### config.mk
export PLATFORM = sky130hd
export DESIGN_NAME = matrix_mult_core_p
export DESIGN_NICKNAME = d
export VERILOG_FILES = /design/src/rtl/matrix_mult_core_p.sv
export SDC_FILE = /design/constraint.sdc
export NUM_CORES = 1
export LEC_CHECK = 0
export BUFFER_PORTS_ARGS = -buffer_cell sky130_fd_sc_hd__buf_2
export CAP_MARGIN = 30
export CORE_MARGIN = 3
export CORE_UTILIZATION = 40
export DETAILED_ROUTE_END_ITERATION = 7
export SETUP_SLACK_MARGIN = 0.15
export SLEW_MARGIN = 40
export SYNTH_ARGS = -nofsm -noshare
export SYNTH_HDL_FRONTEND = slang
export SYNTH_SLANG_ARGS = --single-unit
### constraint.sdc
create_clock -name clk -period 6.46 [get_ports clk]
set_clock_uncertainty 0.2 [all_clocks]
set_input_delay 0.323 -clock clk [delete_from_list [all_inputs] [get_ports clk]]
set_output_delay 0.323 -clock clk [all_outputs]
set_load 0.05 [all_outputs]
### src/rtl/matrix_mult_core_p.sv
// Parametrised matrix multiplier: loads A and B into local storage, computes C = A x B
// with one multiply-accumulate per cycle and streams C out row-major with backpressure.
module matrix_mult_core_p #(
  parameter int DATA_W  = 8,
  parameter int MAX_DIM = 4,
  parameter int OUT_W   = 20,
  localparam int DIM_W  = $clog2(MAX_DIM)
) (
  input  logic              clk,
  input  logic              rst,
  input  logic              start,
  input  logic [DIM_W-1:0]  a_rows_m1,
  input  logic [DIM_W-1:0]  a_cols_m1,
  input  logic [DIM_W-1:0]  b_rows_m1,
  input  logic [DIM_W-1:0]  b_cols_m1,
  input  logic              signed_mode,
  input  logic              in_valid,
  output logic              in_ready,
  input  logic              in_sel,
  input  logic [DIM_W-1:0]  in_row,
  input  logic [DIM_W-1:0]  in_col,
  input  logic [DATA_W-1:0] in_data,
  input  logic              go,
  output logic              out_valid,
  input  logic              out_ready,
  output logic [OUT_W-1:0]  out_data,
  output logic [DIM_W-1:0]  out_row,
  output logic [DIM_W-1:0]  out_col,
  output logic              out_last,
  output logic              out_sat,
  output logic              err_dim,
  output logic              busy,
  output logic              done,
  output logic [2:0]        state_dbg
);

  localparam int ACC_W  = 2 * DATA_W + DIM_W;
  localparam int PROD_W = 2 * DATA_W + 2;
  localparam int WIDE_W = (OUT_W > ACC_W) ? OUT_W : ACC_W;

  localparam logic signed [WIDE_W:0] SMAX = {{(WIDE_W + 2 - OUT_W){1'b0}}, {(OUT_W - 1){1'b1}}};
  localparam logic signed [WIDE_W:0] SMIN = {{(WIDE_W + 2 - OUT_W){1'b1}}, {(OUT_W - 1){1'b0}}};
  localparam logic signed [WIDE_W:0] UMAX = {{(WIDE_W + 1 - OUT_W){1'b0}}, {OUT_W{1'b1}}};
  localparam logic [OUT_W-1:0] SMAX_OUT = {1'b0, {(OUT_W - 1){1'b1}}};
  localparam logic [OUT_W-1:0] SMIN_OUT = {1'b1, {(OUT_W - 1){1'b0}}};
  localparam logic [OUT_W-1:0] UMAX_OUT = {OUT_W{1'b1}};

  typedef enum logic [2:0] {
    S_IDLE = 3'd0,
    S_LOAD = 3'd1,
    S_MAC  = 3'd2,
    S_EMIT = 3'd3,
    S_DONE = 3'd4
  } state_t;

  state_t state;
  assign state_dbg = state;

  logic [DATA_W-1:0] a_mem [MAX_DIM][MAX_DIM];
  logic [DATA_W-1:0] b_mem [MAX_DIM][MAX_DIM];

  logic [DIM_W-1:0] a_rows_q, a_cols_q, b_rows_q, b_cols_q;
  logic             sgn_q;
  logic [DIM_W-1:0] r_idx, c_idx, k_idx;
  logic signed [ACC_W-1:0] acc;

  logic [DATA_W-1:0]        a_raw, b_raw;
  logic signed [DATA_W:0]   a_op, b_op;
  logic signed [PROD_W-1:0] prod;
  logic signed [ACC_W-1:0]  acc_next;
  logic signed [WIDE_W:0]   acc_ext;
  logic [OUT_W-1:0]         sat_data;
  logic                     sat_flag;
  logic                     wr_ok;

  // Operands get one extra bit so a single signed multiplier serves both modes.
  always_comb begin
    a_raw    = a_mem[r_idx][k_idx];
    b_raw    = b_mem[k_idx][c_idx];
    a_op     = {sgn_q & a_raw[DATA_W-1], a_raw};
    b_op     = {sgn_q & b_raw[DATA_W-1], b_raw};
    prod     = a_op * b_op;
    acc_next = acc + ACC_W'(prod);
  end

  always_comb begin
    if (sgn_q) acc_ext = {{(WIDE_W + 1 - ACC_W){acc_next[ACC_W-1]}}, acc_next};
    else       acc_ext = {{(WIDE_W + 1 - ACC_W){1'b0}}, acc_next};
    sat_data = acc_ext[OUT_W-1:0];
    sat_flag = 1'b0;
    if (sgn_q) begin
      if (acc_ext > SMAX) begin
        sat_data = SMAX_OUT;
        sat_flag = 1'b1;
      end else if (acc_ext < SMIN) begin
        sat_data = SMIN_OUT;
        sat_flag = 1'b1;
      end
    end else if (acc_ext > UMAX) begin
      sat_data = UMAX_OUT;
      sat_flag = 1'b1;
    end
  end

  always_comb begin
    if (in_sel) wr_ok = (in_row <= b_rows_q) && (in_col <= b_cols_q);
    else        wr_ok = (in_row <= a_rows_q) && (in_col <= a_cols_q);
  end

  // Handshakes: a transfer happens on a rising edge where valid and ready are both high.
  // in_ready is high for the whole LOAD state; out_valid rises in EMIT and the out_*
  // fields stay frozen until the edge where out_ready is seen high.
  always_ff @(posedge clk or negedge rst) begin
    if (!rst) begin
      state     <= S_IDLE;
      for (int i = 0; i < MAX_DIM; i++) begin
        for (int j = 0; j < MAX_DIM; j++) begin
          a_mem[i][j] <= '0;
          b_mem[i][j] <= '0;
        end
      end
      a_rows_q  <= '0;
      a_cols_q  <= '0;
      b_rows_q  <= '0;
      b_cols_q  <= '0;
      sgn_q     <= 1'b0;
      r_idx     <= '0;
      c_idx     <= '0;
      k_idx     <= '0;
      acc       <= '0;
      in_ready  <= 1'b0;
      out_valid <= 1'b0;
      out_data  <= '0;
      out_row   <= '0;
      out_col   <= '0;
      out_last  <= 1'b0;
      out_sat   <= 1'b0;
      err_dim   <= 1'b0;
      busy      <= 1'b0;
      done      <= 1'b0;
    end else begin
      case (state)
        S_IDLE: begin
          if (start) begin
            a_rows_q <= a_rows_m1;
            a_cols_q <= a_cols_m1;
            b_rows_q <= b_rows_m1;
            b_cols_q <= b_cols_m1;
            sgn_q    <= signed_mode;
            err_dim  <= 1'b0;
            in_ready <= 1'b1;
            busy     <= 1'b1;
            state    <= S_LOAD;
          end
        end
        S_LOAD: begin
          if (in_valid && wr_ok) begin
            if (in_sel) b_mem[in_row][in_col] <= in_data;
            else        a_mem[in_row][in_col] <= in_data;
          end
          if (go) begin
            in_ready <= 1'b0;
            if (a_cols_q != b_rows_q) begin
              err_dim <= 1'b1;
              done    <= 1'b1;
              state   <= S_DONE;
            end else begin
              r_idx <= '0;
              c_idx <= '0;
              k_idx <= '0;
              acc   <= '0;
              state <= S_MAC;
            end
          end
        end
        S_MAC: begin
          acc <= acc_next;
          if (k_idx == a_cols_q) begin
            out_data  <= sat_data;
            out_sat   <= sat_flag;
            out_row   <= r_idx;
            out_col   <= c_idx;
            out_last  <= (r_idx == a_rows_q) && (c_idx == b_cols_q);
            out_valid <= 1'b1;
            state     <= S_EMIT;
          end else begin
            k_idx <= k_idx + 1'b1;
          end
        end
        S_EMIT: begin
          if (out_ready) begin
            out_valid <= 1'b0;
            if (out_last) begin
              done  <= 1'b1;
              state <= S_DONE;
            end else begin
              if (c_idx == b_cols_q) begin
                c_idx <= '0;
                r_idx <= r_idx + 1'b1;
              end else begin
                c_idx <= c_idx + 1'b1;
              end
              k_idx <= '0;
              acc   <= '0;
              state <= S_MAC;
            end
          end
        end
        S_DONE: begin
          done  <= 1'b0;
          busy  <= 1'b0;
          state <= S_IDLE;
        end
        default: begin
          state <= S_IDLE;
        end
      endcase
    end
  end

endmodule
* Yosys cells after proc, flatten, opt, wreduce, memory -nomap -nowiden *
Index checks and enable logic that the tools add are counted.
Widths: inputs -> output; s select.

storage, ports and cells
  output and inout bits = 34
  bits of input ports = 28
  logic and storage cells = 192
  bits in registers = 323

cells by class
  equal/unequal tests = 18
  $mul = 1
  bitwise logic cells = 8
  add/sub/neg operators = 4
  $lt $le $gt $ge = 14
  muxes and demuxes = 68
  reduce and logical (&&, ||, !) cells = 27

operators with widths
  operator              count
  $bwmux 128            2
  $mux 32               5
  $bmux 32 s2           2
  $mux 20               4
  $mux 18               4
  $demux 32 s2          1
  $pmux 18 s3           1
  $mux 8                5
  $bmux 8 s2            2
  $mux 2                11
  $gt 21x20->1 const B  1
  $gt 21x21->1 const B  1
  $lt 21x20->1 const B  1
  $mux 21               1
  $ne 2x2->1 const B    10
  $add 18x18->18        1
  $mul 9x9->18          1
  $mux 3                6
  $demux 8 s2           1
  $ge 3x3->1 const B    5
  $not 2->3             5
  $reduce_and 5->1      3
  $mux 1                14
  $pmux 3 s4            1
  other kinds (22)      52

* Logic depth before layout (Yosys ltp) *
Gate-level depths: netlist of the first run.

  depth after elaboration = 15
  depth in mapped cells = 25
  gate-level depth less buffers = 22

* Least setup slack after synthesis of the first run *
Ideal clock, no wire load.

  path kind = register -> register
  start = reg r_idx[0]
  end = reg out_data[17]
  arrival time = 6.501 ns
  library setup time = 0.125 ns
  path slack = -0.366 ns
  buffers on the path = 2
  clock period less this slack = 6.826 ns
  required time = 6.135 ns
  cell stages (with the launch flop) = 23
  path through = dfrtp_1 buf_4 buf_6 mux4_2 mux2_2 o21a_1 and3_1 fa_1 inv_1 fa_1 fa_1 inv_1 fa_1 inv_1 fa_1 inv_1 ha_1 a21o_1 a211o_1 a211oi_1 nor2_1 xnor2_1 mux2_2

on the way
  cells in the longest elaborated chain, start to end = 15
  elaborated cells on any way between the ends = 18
  classes of those cells = add/sub (1); mul (1); order compare (3); mux (11); bitwise (2)

ends and longest elaborated chain
  what                                           line  RTL
  start: declaration                             64    logic [DIM_W-1:0] r_idx, c_idx, k_idx;
  start signal: assignment                       199   r_idx <= r_idx + 1'b1;
  $not 2->3 (not written as such) *              78    a_raw = a_mem[r_idx][k_idx];
  $bmux 32 s2 *                                  78
  $mux 32 (not written as such) * (2 in series)  78
  $bmux 8 s2 *                                   78
  $mux 8 (not written as such) * (2 in series)   78
  $and 1x1->1                                    80    a_op = {sgn_q & a_raw[DATA_W-1], a_raw};
  $mul 9x9->18 *                                 82    prod = a_op * b_op;
  $add 18x18->18 *                               83    acc_next = acc + ACC_W'(prod);
  $mux 21 *                                      87    if (sgn_q) acc_ext = {{(WIDE_W + 1 - ACC_W){acc_next[ACC_W-1]}}, acc_next};
  $lt 21x20->1                                   95    end else if (acc_ext < SMIN) begin
  $mux 20                                        95
  $mux 20                                        92    if (acc_ext > SMAX) begin
  $mux 20 *                                      91    if (sgn_q) begin
  end signal: assignment                         179   out_data <= sat_data;
  end: declaration                               26    output logic [OUT_W-1:0] out_data,

Every way passes the cells marked *; elsewhere a longest branch is shown, timed or not. The select of a mux whose other input is x is not followed.
A chain may end at the register's enable or synchronous reset.

* Final worst setup path of the first run *
Ends and elaborated chain as after synthesis.

==> impl_table.tex, run 1 <==
\begin{tabular}{lr}
\hline
Metric & Value \\
\hline
\multicolumn{2}{l}{\textbf{Min path}} \\
Path category of the worst min-delay check & in2async \\
\multicolumn{2}{l}{\textbf{Synth}} \\
Count of flip-flops with a built-in enable after synthesis & 0 \\
Cell variety after synth & 64 \\
Post-synthesis sequential area ratio & 43.4\% \\
Top flip-flop cell by instance count after synthesis & sky130\_fd\_sc\_hd\_\_dfrtp\_1 \\
Yosys reg bits & 322 \\
YS warnings & 0 \\
Share of the synthesized area in the top cell type & 43.4\% \\
Biggest area contributors in the synthesized netlist & sky130\_fd\_sc\_hd\_\_dfrtp\_1 43\%, sky130\_fd\_sc\_hd\_\_mux2\_2 16\%, sky130\_fd\_sc\_hd\_\_fa\_1 9.1\% \\
Syn nets & 1566 \\
Summed instance area of the synthesized netlist & 0.0186 mm² \\
Number of standard cells after synthesis & 1398 \\
Cell taking the most area after synthesis & sky130\_fd\_sc\_hd\_\_dfrtp\_1 \\
Async S/R FF share, synth & 100\% \\
Post-Synthesis Mean Instance Area & 13.3 µm² \\
\multicolumn{2}{l}{\textbf{Floorplan}} \\
I/O pins & 62 \\
Die Outline Area & approximately 0.049 mm² \\
Starting density of the core & 40.7\% \\
Horizontal die dimension & 221 µm \\
Die span in y & 221 µm \\
Core Region & 0.0456 mm² \\
Number of cell rows & between 70 and 80 \\
\multicolumn{2}{l}{\textbf{Global routing}} \\
Maximum number of pins on one net before global-route repair & between 150 and 200 \\
Initial antenna violation count & 3 \\
First-pass GRT wire length & 70900 µm \\
Via count of the first global-routing pass & between 10000 and 15000 \\
Final global-route overflow total & 0 \\
GR Util All Layers & between 15 and 20\% \\
\multicolumn{2}{l}{\textbf{CTS}} \\
Clock latency of the later-clocked register in the worst-skew pair & around 550 ps \\
Clock tree from TritonCTS & yes \\
Root Buffer & sky130\_fd\_sc\_hd\_\_clkbuf\_16 \\
Number of H-tree levels & 2 \\
CTS Sinks & between 300 and 400 \\
Clock transition at the registers of the reported paths & 60 ps \\
Clock buffers created by TritonCTS & 36 \\
Max Root-Sink Buffers & 3 \\
\multicolumn{2}{l}{\textbf{Placed design}} \\
Placed wire-length estimate after detailed placement & 30400 µm \\
Port bufs & 61 \\
Final GP Congestion & a little over 0.8 \\
Post-Place Cell Area & around 0.020 mm² \\
Pre-CTS setup slack & -197 ps \\
\multicolumn{2}{l}{\textbf{Power and ir drop}} \\
Leakage power figure & 11.0 nW \\
Cell area power density & 363 mW/mm² \\
Maximum ir drop on the vdd rail & 0.320 mV \\
\multicolumn{2}{l}{\textbf{Final layout}} \\
Layout cell share with drive strength beyond 1 & 46.4\% \\
Final cell utilization of the core & 49.5\% \\
Most used cells in the layout excluding fill and tap cells & 319 x sky130\_fd\_sc\_hd\_\_dfrtp\_1, 264 x sky130\_fd\_sc\_hd\_\_mux2\_2, 111 x sky130\_fd\_sc\_hd\_\_buf\_4 \\
Final instance area & 0.0226 mm² \\
Fillers & 3892 \\
Diodes inserted & 0 \\
Most common cell after layout, fill and taps aside & sky130\_fd\_sc\_hd\_\_dfrtp\_1 \\
Syn-to-layout area delta & 21.7\% \\
Nets & 1758 \\
\multicolumn{2}{l}{\textbf{Detailed routing}} \\
Detail-routed net length per standard cell & 20.1 µm \\
Number of vias in the routed layout & 11700 \\
DRC violation count after routing & 0 \\
Vias/cell & 5.28 \\
Drt pass-1 iters & 5 \\
Total wirelength of the detailed-routed design & 44600 µm \\
First DRT Iteration DRCs & 669 \\
Antenna Nets Post-Route & 0 \\
\multicolumn{2}{l}{\textbf{Critical path}} \\
CP Data Arrival Time & roughly 6700 ps \\
Most frequent cell on the critical path & sky130\_fd\_sc\_hd\_\_fa\_1 \\
Critical path, cell by cell & buf\_12, buf\_12, buf\_12, mux4\_2, mux4\_2, buf\_6, nor2b\_4, fa\_1, fa\_1, fa\_1, fa\_1, inv\_2, fa\_1, inv\_2, ha\_4, a21o\_1, a31o\_4, a211oi\_2, nor2\_2, xnor2\_2, mux2\_4 \\
Critical Path Slowest Stage Cell & sky130\_fd\_sc\_hd\_\_fa\_1 \\
Setup Crit Path Kind & reg2reg \\
Startpoint of the worst-slack reg-to-reg timing path & r\_idx[0]\$\_DFFE\_PN0P\_ \\
Critical path startpoint category & flip-flop \\
Delay of the slowest cell on the worst path & $\sim$580 ps \\
Req. time, crit path & 6690 ps \\
Crit path max-delay family & adder cells \\
Nature of the critical path endpoint & flip-flop \\
Logic depth of the worst path, buffers included & 21 \\
Maximum fanout along the worst path & 6 \\
Crit Reg-Reg Endpoint & out\_data[17]\$\_DFFE\_PN0P\_ \\
Crit path buf inv count & 6 \\
R2r setup slk & 3 ps \\
End of the critical path & out\_data[17]\$\_DFFE\_PN0P\_ \\
Source of the critical timing path & r\_idx[0]\$\_DFFE\_PN0P\_ \\
Depth of the most critical reg-to-reg path & 21 \\
\multicolumn{2}{l}{\textbf{Timing}} \\
Post-route minimum period & 6460 ps \\
Share of the clock period used by the worst path after layout & 100\% \\
RSZ-0062 raised after global routing & true \\
Headroom to the max-slew limit & 45.3\% \\
Smallest hold slack & 210 ps \\
Final worst slack & $\sim$3.1 ps \\
Max Slew Vio Count & 0 \\
Actual transition at the worst max-transition pin & 821 ps \\
Number of hold violations in the final report & 0 \\
Finish-stage setup viols & 0 \\
Highest clock frequency the design can meet & 155 MHz \\
Setup TNS & 0 ps \\
\multicolumn{2}{l}{\textbf{Run}} \\
Maxcap violations & 0 \\
\multicolumn{2}{l}{\textbf{Status}} \\
Outcome & completed \\
\hline
\end{tabular}
-- flip-flops by register name, summed over array words and instances, names as in the netlist --
signal,cells
in_ready,1
out_valid,1
out_sat,1
err_dim,1
k_idx,2
out_col,2
b_cols_q,2
sgn_q,1
state_dbg,3
busy,1
a_mem,128
b_mem,128
r_idx,2
out_last,1
c_idx,2
out_row,2
a_rows_q,2
a_cols_q,2
acc,18
b_rows_q,2
out_data,19
done,1
-- worst reg2reg max path: cells and delay by family (launching register included) --
family,cells,cell delay [ps]
muxes,3,1250
AOI/OAI and AO/OA,3,670
buffers and inverters,6,680
DFF,1,430
and+or+nand+nor,2,190
adders and majority gates,6,2780
xor gates and xnor gates,1,150
-- worst min path at each step --
stage,slack [ps],cells after the start,end
2_1_floorplan,-170,0,a_cols_q[0]$_DFFE_PN0P_
3_3_place_gp,190,1,out_data[1]$_DFFE_PN0P_
3_5_place_dp,200,1,out_data[1]$_DFFE_PN0P_
4_1_cts,230,2,b_mem[55]$_DFFE_PN0P_
5_1_grt,280,2,out_data[0]$_DFFE_PN0P_
6_report,210,2,out_data[0]$_DFFE_PN0P_
-- cell families after synthesis --
| kind of cell | after synthesis | synth area share, % |
|---|---|---|
| muxes | 357 | 25.9 |
| DFF | 322 | 43.4 |
| and+or+nand+nor | 258 | 8.02 |
| buffers and inverters | 179 | 4.13 |
| adders and majority gates | 140 | 12.8 |
| AOI/OAI and AO/OA | 112 | 4.24 |
| xor gates and xnor gates | 30 | 1.42 |
-- report_power, final --
| part | switching, mW | internal (mW) |
|---|---|---|
| Combinational | 1.76 | 1.62 |
| Sequential | 0.322 | 2.47 |
| Clock | 0.845 | 1.17 |
-- synthesized netlist by cell type, drive strengths merged (6+ instances only) --
cell and count:
a21o 8, xor2 9, nor3 10, or3 13, nand2 85, inv 104
a211oi 6, xnor2 21, clkbuf 43, ha 56, mux2i 13, mux4 69
nand2b 16, a21oi 24, buf 32, mux2 275, nor2 76, a22o 17
dfrtp 322, nand3 11, o21a 7, fa 84, nor2b 31, o21ai 26
-- metal layers --
layer	GRT usage [%]	routed length (µm)
met5	0	23
met2	30.0	21700
met4	4.18	809
met3	2.80	1760
met1	25.3	20300
-- area by class of cell --
cell class | instances | area (µm²) | share of cell area, %
clock inverter | 8 | 104 | 0.460
tap | 600 | 751 | 3.32
timing repair buffer | 229 | 1950 | 8.63
sequential | 322 | 8060 | 35.7
multi-input combinational | 897 | 10300 | 45.5
inverter | 104 | 393 | 1.74
clock buffer | 53 | 1050 | 4.63
-- stage by stage --
stage | total power [mW] | std cells
2_1_floorplan | 4.82 | 1398
3_3_place_gp | 5.70 | 2087
3_5_place_dp | 5.79 | 2087
6_report | 8.19 | 2213
5_1_grt | 8.67 | 2213
4_1_cts | 8.07 | 2193
-- what timing repair did --
action / 4_1_cts / 5_1_grt
pin swaps: 38 / 45
setup endpoints to repair: 16 / 21
resized for setup: 58 / 62
hold buffers: 13 / 0
hold endpoints to repair: 105 / 0
setup buffers: 30 / 20
gates cloned: 2 / 0
No activity file was read; power rests on OpenSTA's default activity.
==> run 2, diff against run 1 <==
--- a/config.mk
+++ b/config.mk
@@ -7,2 +7,3 @@
 export LEC_CHECK = 0
+export ABC_CLOCK_PERIOD_IN_PS = 6460
 export BUFFER_PORTS_ARGS = -buffer_cell sky130_fd_sc_hd__buf_2
==> constraint.sdc (replaced) <==
create_clock -name clk -period 6.46 [get_ports clk]
set_clock_uncertainty 0.2 [all_clocks]
set_input_delay 1.938 -clock clk [delete_from_list [all_inputs] [get_ports clk]]
set_output_delay 1.938 -clock clk [all_outputs]
set_load 0.05 [all_outputs]
==> impl_table.tex, run 2 (same netlist as run 1, synthesis figures left out) <==
\begin{tabular}{lr}
\hline
Metric & Value \\
\hline
\multicolumn{2}{l}{\textbf{Timing}} \\
Actual transition at the worst max-transition pin & 856 ps (+34.7 ps) \\
Finish-stage setup viols & 0 (unchanged) \\
Headroom to the max-slew limit & 42.9\% (-2.3 points) \\
Highest clock frequency the design can meet & 156 MHz (+0.77\%) \\
Smallest hold slack & 267 ps (+57.4 ps) \\
Post-route minimum period & 6410 ps (-49.5 ps) \\
Share of the clock period used by the worst path after layout & 99.2\% (-0.77 points) \\
Max Slew Vio Count & 0 (unchanged) \\
Number of hold violations in the final report & 0 (unchanged) \\
RSZ-0062 raised after global routing & true \\
\multicolumn{2}{l}{\textbf{Detailed routing}} \\
DRC violation count after routing & 0 (unchanged) \\
Vias/cell & 5.28 (about the same) \\
Drt pass-1 iters & 4 (-1) \\
Detail-routed net length per standard cell & 20.1 µm (-0.31\%) \\
Total wirelength of the detailed-routed design & 44300 µm (-0.63\%) \\
Number of vias in the routed layout & 11600 (-0.35\%) \\
First DRT Iteration DRCs & 581 (-13\%) \\
Antenna Nets Post-Route & 0 (unchanged) \\
\multicolumn{2}{l}{\textbf{Final layout}} \\
Sequential standard cell area & 0.00806 mm² (unchanged) \\
Fillers & 3843 (-1.3\%) \\
Nets & 1750 (-0.46\%) \\
Most common cell after layout, fill and taps aside & sky130\_fd\_sc\_hd\_\_dfrtp\_1 \\
Area of combinational cells with multiple inputs & 0.0104 mm² (+1.1\%) \\
Layout cell share with drive strength beyond 1 & 49.0\% (+2.6 points) \\
Diodes inserted & 0 (unchanged) \\
Finished Layout Cells & 2206 (-0.32\%) \\
Final instance area & 0.0227 mm² (+0.62\%) \\
Largest registers in the final layout & a\_mem: 128 flops, b\_mem: 128 flops, out\_data: 19 flops \\
Most used cells in the layout excluding fill and tap cells & 319 x sky130\_fd\_sc\_hd\_\_dfrtp\_1, 263 x sky130\_fd\_sc\_hd\_\_mux2\_2, 109 x sky130\_fd\_sc\_hd\_\_buf\_4 \\
Syn-to-layout area delta & 22.4\% \\
\multicolumn{2}{l}{\textbf{Critical path}} \\
Setup Crit Path Kind & reg2reg \\
Maximum fanout along the worst path & 7 (+1) \\
Startpoint of the worst-slack reg-to-reg timing path & r\_idx[0]\$\_DFFE\_PN0P\_ \\
Req. time, crit path & 6680 ps (about the same) \\
Critical path startpoint category & flip-flop \\
Source of the critical timing path & r\_idx[0]\$\_DFFE\_PN0P\_ \\
Nature of the critical path endpoint & flip-flop \\
CP Data Arrival Time & 6630 ps (-50 ps) \\
\multicolumn{2}{l}{\textbf{Global routing}} \\
First-pass GRT wire length & 71900 µm (+1.4\%) \\
GR Util All Layers & 18.3\% (+0.18 points) \\
Maximum number of pins on one net before global-route repair & 76 (-50\%) \\
Final global-route overflow total & 0 (unchanged) \\
Initial antenna violation count & 1 (-2) \\
Via count of the first global-routing pass & 12500 (+0.52\%) \\
\multicolumn{2}{l}{\textbf{Placed design}} \\
Port bufs & 61 (unchanged) \\
Placed wire-length estimate after detailed placement & 30700 µm (+1.0\%) \\
Count of placed standard cells including taps & 2089 (+0.096\%) \\
Post-Place Cell Area & 0.0203 mm² (+0.23\%) \\
Final GP Congestion & 0.804 (-1.8\%) \\
\multicolumn{2}{l}{\textbf{Floorplan}} \\
Starting density of the core & 40.7\% (unchanged) \\
Die span in y & 221 µm (unchanged) \\
Horizontal die dimension & 221 µm (unchanged) \\
Number of cell rows & 78 (unchanged) \\
Die Outline Area & 0.0490 mm² (unchanged) \\
Core Region & 0.0456 mm² (unchanged) \\
I/O pins & 62 (unchanged) \\
\multicolumn{2}{l}{\textbf{CTS}} \\
Max Root-Sink Buffers & 3 (unchanged) \\
Number of H-tree levels & 2 (unchanged) \\
Clock transition at the registers of the reported paths & 60 ps (about the same) \\
Clock tree from TritonCTS & yes \\
Root Buffer & sky130\_fd\_sc\_hd\_\_clkbuf\_16 \\
CTS Sinks & 322 (unchanged) \\
Count of hold buffers inserted by post-cts repair & 0 (-13) \\
Clock buffers created by TritonCTS & 36 (unchanged) \\
Clock latency of the later-clocked register in the worst-skew pair & 540 ps (about the same) \\
\multicolumn{2}{l}{\textbf{Min path}} \\
Path category of the worst min-delay check & reg2reg \\
Startpoint of the worst hold path & out\_data[6]\$\_DFFE\_PN0P\_ \\
\multicolumn{2}{l}{\textbf{Power and ir drop}} \\
Post-layout power & 8.32 mW (+1.5\%) \\
Leakage power figure & 11.0 nW (about the same) \\
Maximum ir drop on the vdd rail & 0.251 mV (-21\%) \\
Cell area power density & 366 mW/mm² (+0.88\%) \\
\multicolumn{2}{l}{\textbf{Run}} \\
Maxcap violations & 0 (unchanged) \\
\multicolumn{2}{l}{\textbf{Status}} \\
Outcome & completed \\
\hline
\end{tabular}
## run 2: metal layers
layer  wire, µm  up-vias  GRT usage (%)
met3       1620       59           3.12
met2      21400      163           30.3
met5          7        -              0
met1      20500     6174           25.6
li1           -     5245              -
met4        774        2           3.64
## run 2: worst paths after layout
kind	end	slack, ps	cells past startpoint
setup / recovery	out_data[17]$_DFFE_PN0P_	50	24
hold / removal	out_data[6]$_DFFE_PN0P_	270	2
setup reg to reg	out_data[17]$_DFFE_PN0P_	50	24
hold reg to reg	out_data[6]$_DFFE_PN0P_	270	2
max in group asynchronous	a_mem[69]$_DFFE_PN0P_	4110	2
min in group asynchronous	acc[3]$_DFFE_PN0P_	1090	1
## run 2: stage by stage
step | TNS [ps] | setup WS, ps | utilization [%]
after global routing | -951 | -120 | 49.8
after CTS | 0 | 38.6 | 48.6
final | 0 | 52.6 | 49.8
after detailed placement | -713 | -159 | 44.6
after global placement | -366 | -92.5 | 44.5
after floorplan | 0 | 136 | -
## run 2: critical path, cell delays in order, from the launching register on
cell and delay, ps:
sky130_fd_sc_hd__dfrtp_2 430, sky130_fd_sc_hd__buf_12 130, sky130_fd_sc_hd__buf_12 130, sky130_fd_sc_hd__mux4_2 510, sky130_fd_sc_hd__mux2i_1 170, sky130_fd_sc_hd__buf_4 170
sky130_fd_sc_hd__nand2_4 50, sky130_fd_sc_hd__o21a_4 150, sky130_fd_sc_hd__and3_4 190, sky130_fd_sc_hd__fa_2 590, sky130_fd_sc_hd__buf_6 120, sky130_fd_sc_hd__buf_6 90
sky130_fd_sc_hd__fa_1 440, sky130_fd_sc_hd__fa_2 580, sky130_fd_sc_hd__inv_2 40, sky130_fd_sc_hd__fa_2 530, sky130_fd_sc_hd__inv_2 40, sky130_fd_sc_hd__fa_2 540
sky130_fd_sc_hd__ha_4 200, sky130_fd_sc_hd__buf_4 170, sky130_fd_sc_hd__a31oi_1 190, sky130_fd_sc_hd__o2bb2ai_1 150, sky130_fd_sc_hd__nor2_2 80, sky130_fd_sc_hd__xnor2_2 140
sky130_fd_sc_hd__mux2_4 270
## run 2: timing repair
item / in CTS / in global routing
setup buffers: 30 / 23
pin swaps: 46 / 86
cloned: 2 / 0
setup endpoints to repair: 16 / 21
gates resized for setup: 61 / 93
## run 2: area by class of cell
class / count / area share, %
Inverter: 104 / 1.72
Timing Repair Buffer: 221 / 8.40
Clock buffer: 51 / 4.62
Multi-Input combinational cell: 897 / 45.7
Tap cell: 600 / 3.30
Clock inverter: 11 / 0.738
Sequential cell: 322 / 35.5
## run 2: report_power, final
group / switching, mW / total [mW] / internal [mW]
combinational: 1.77 / 3.42 / 1.65
clock: 0.848 / 2.11 / 1.26
sequential: 0.318 / 2.79 / 2.47
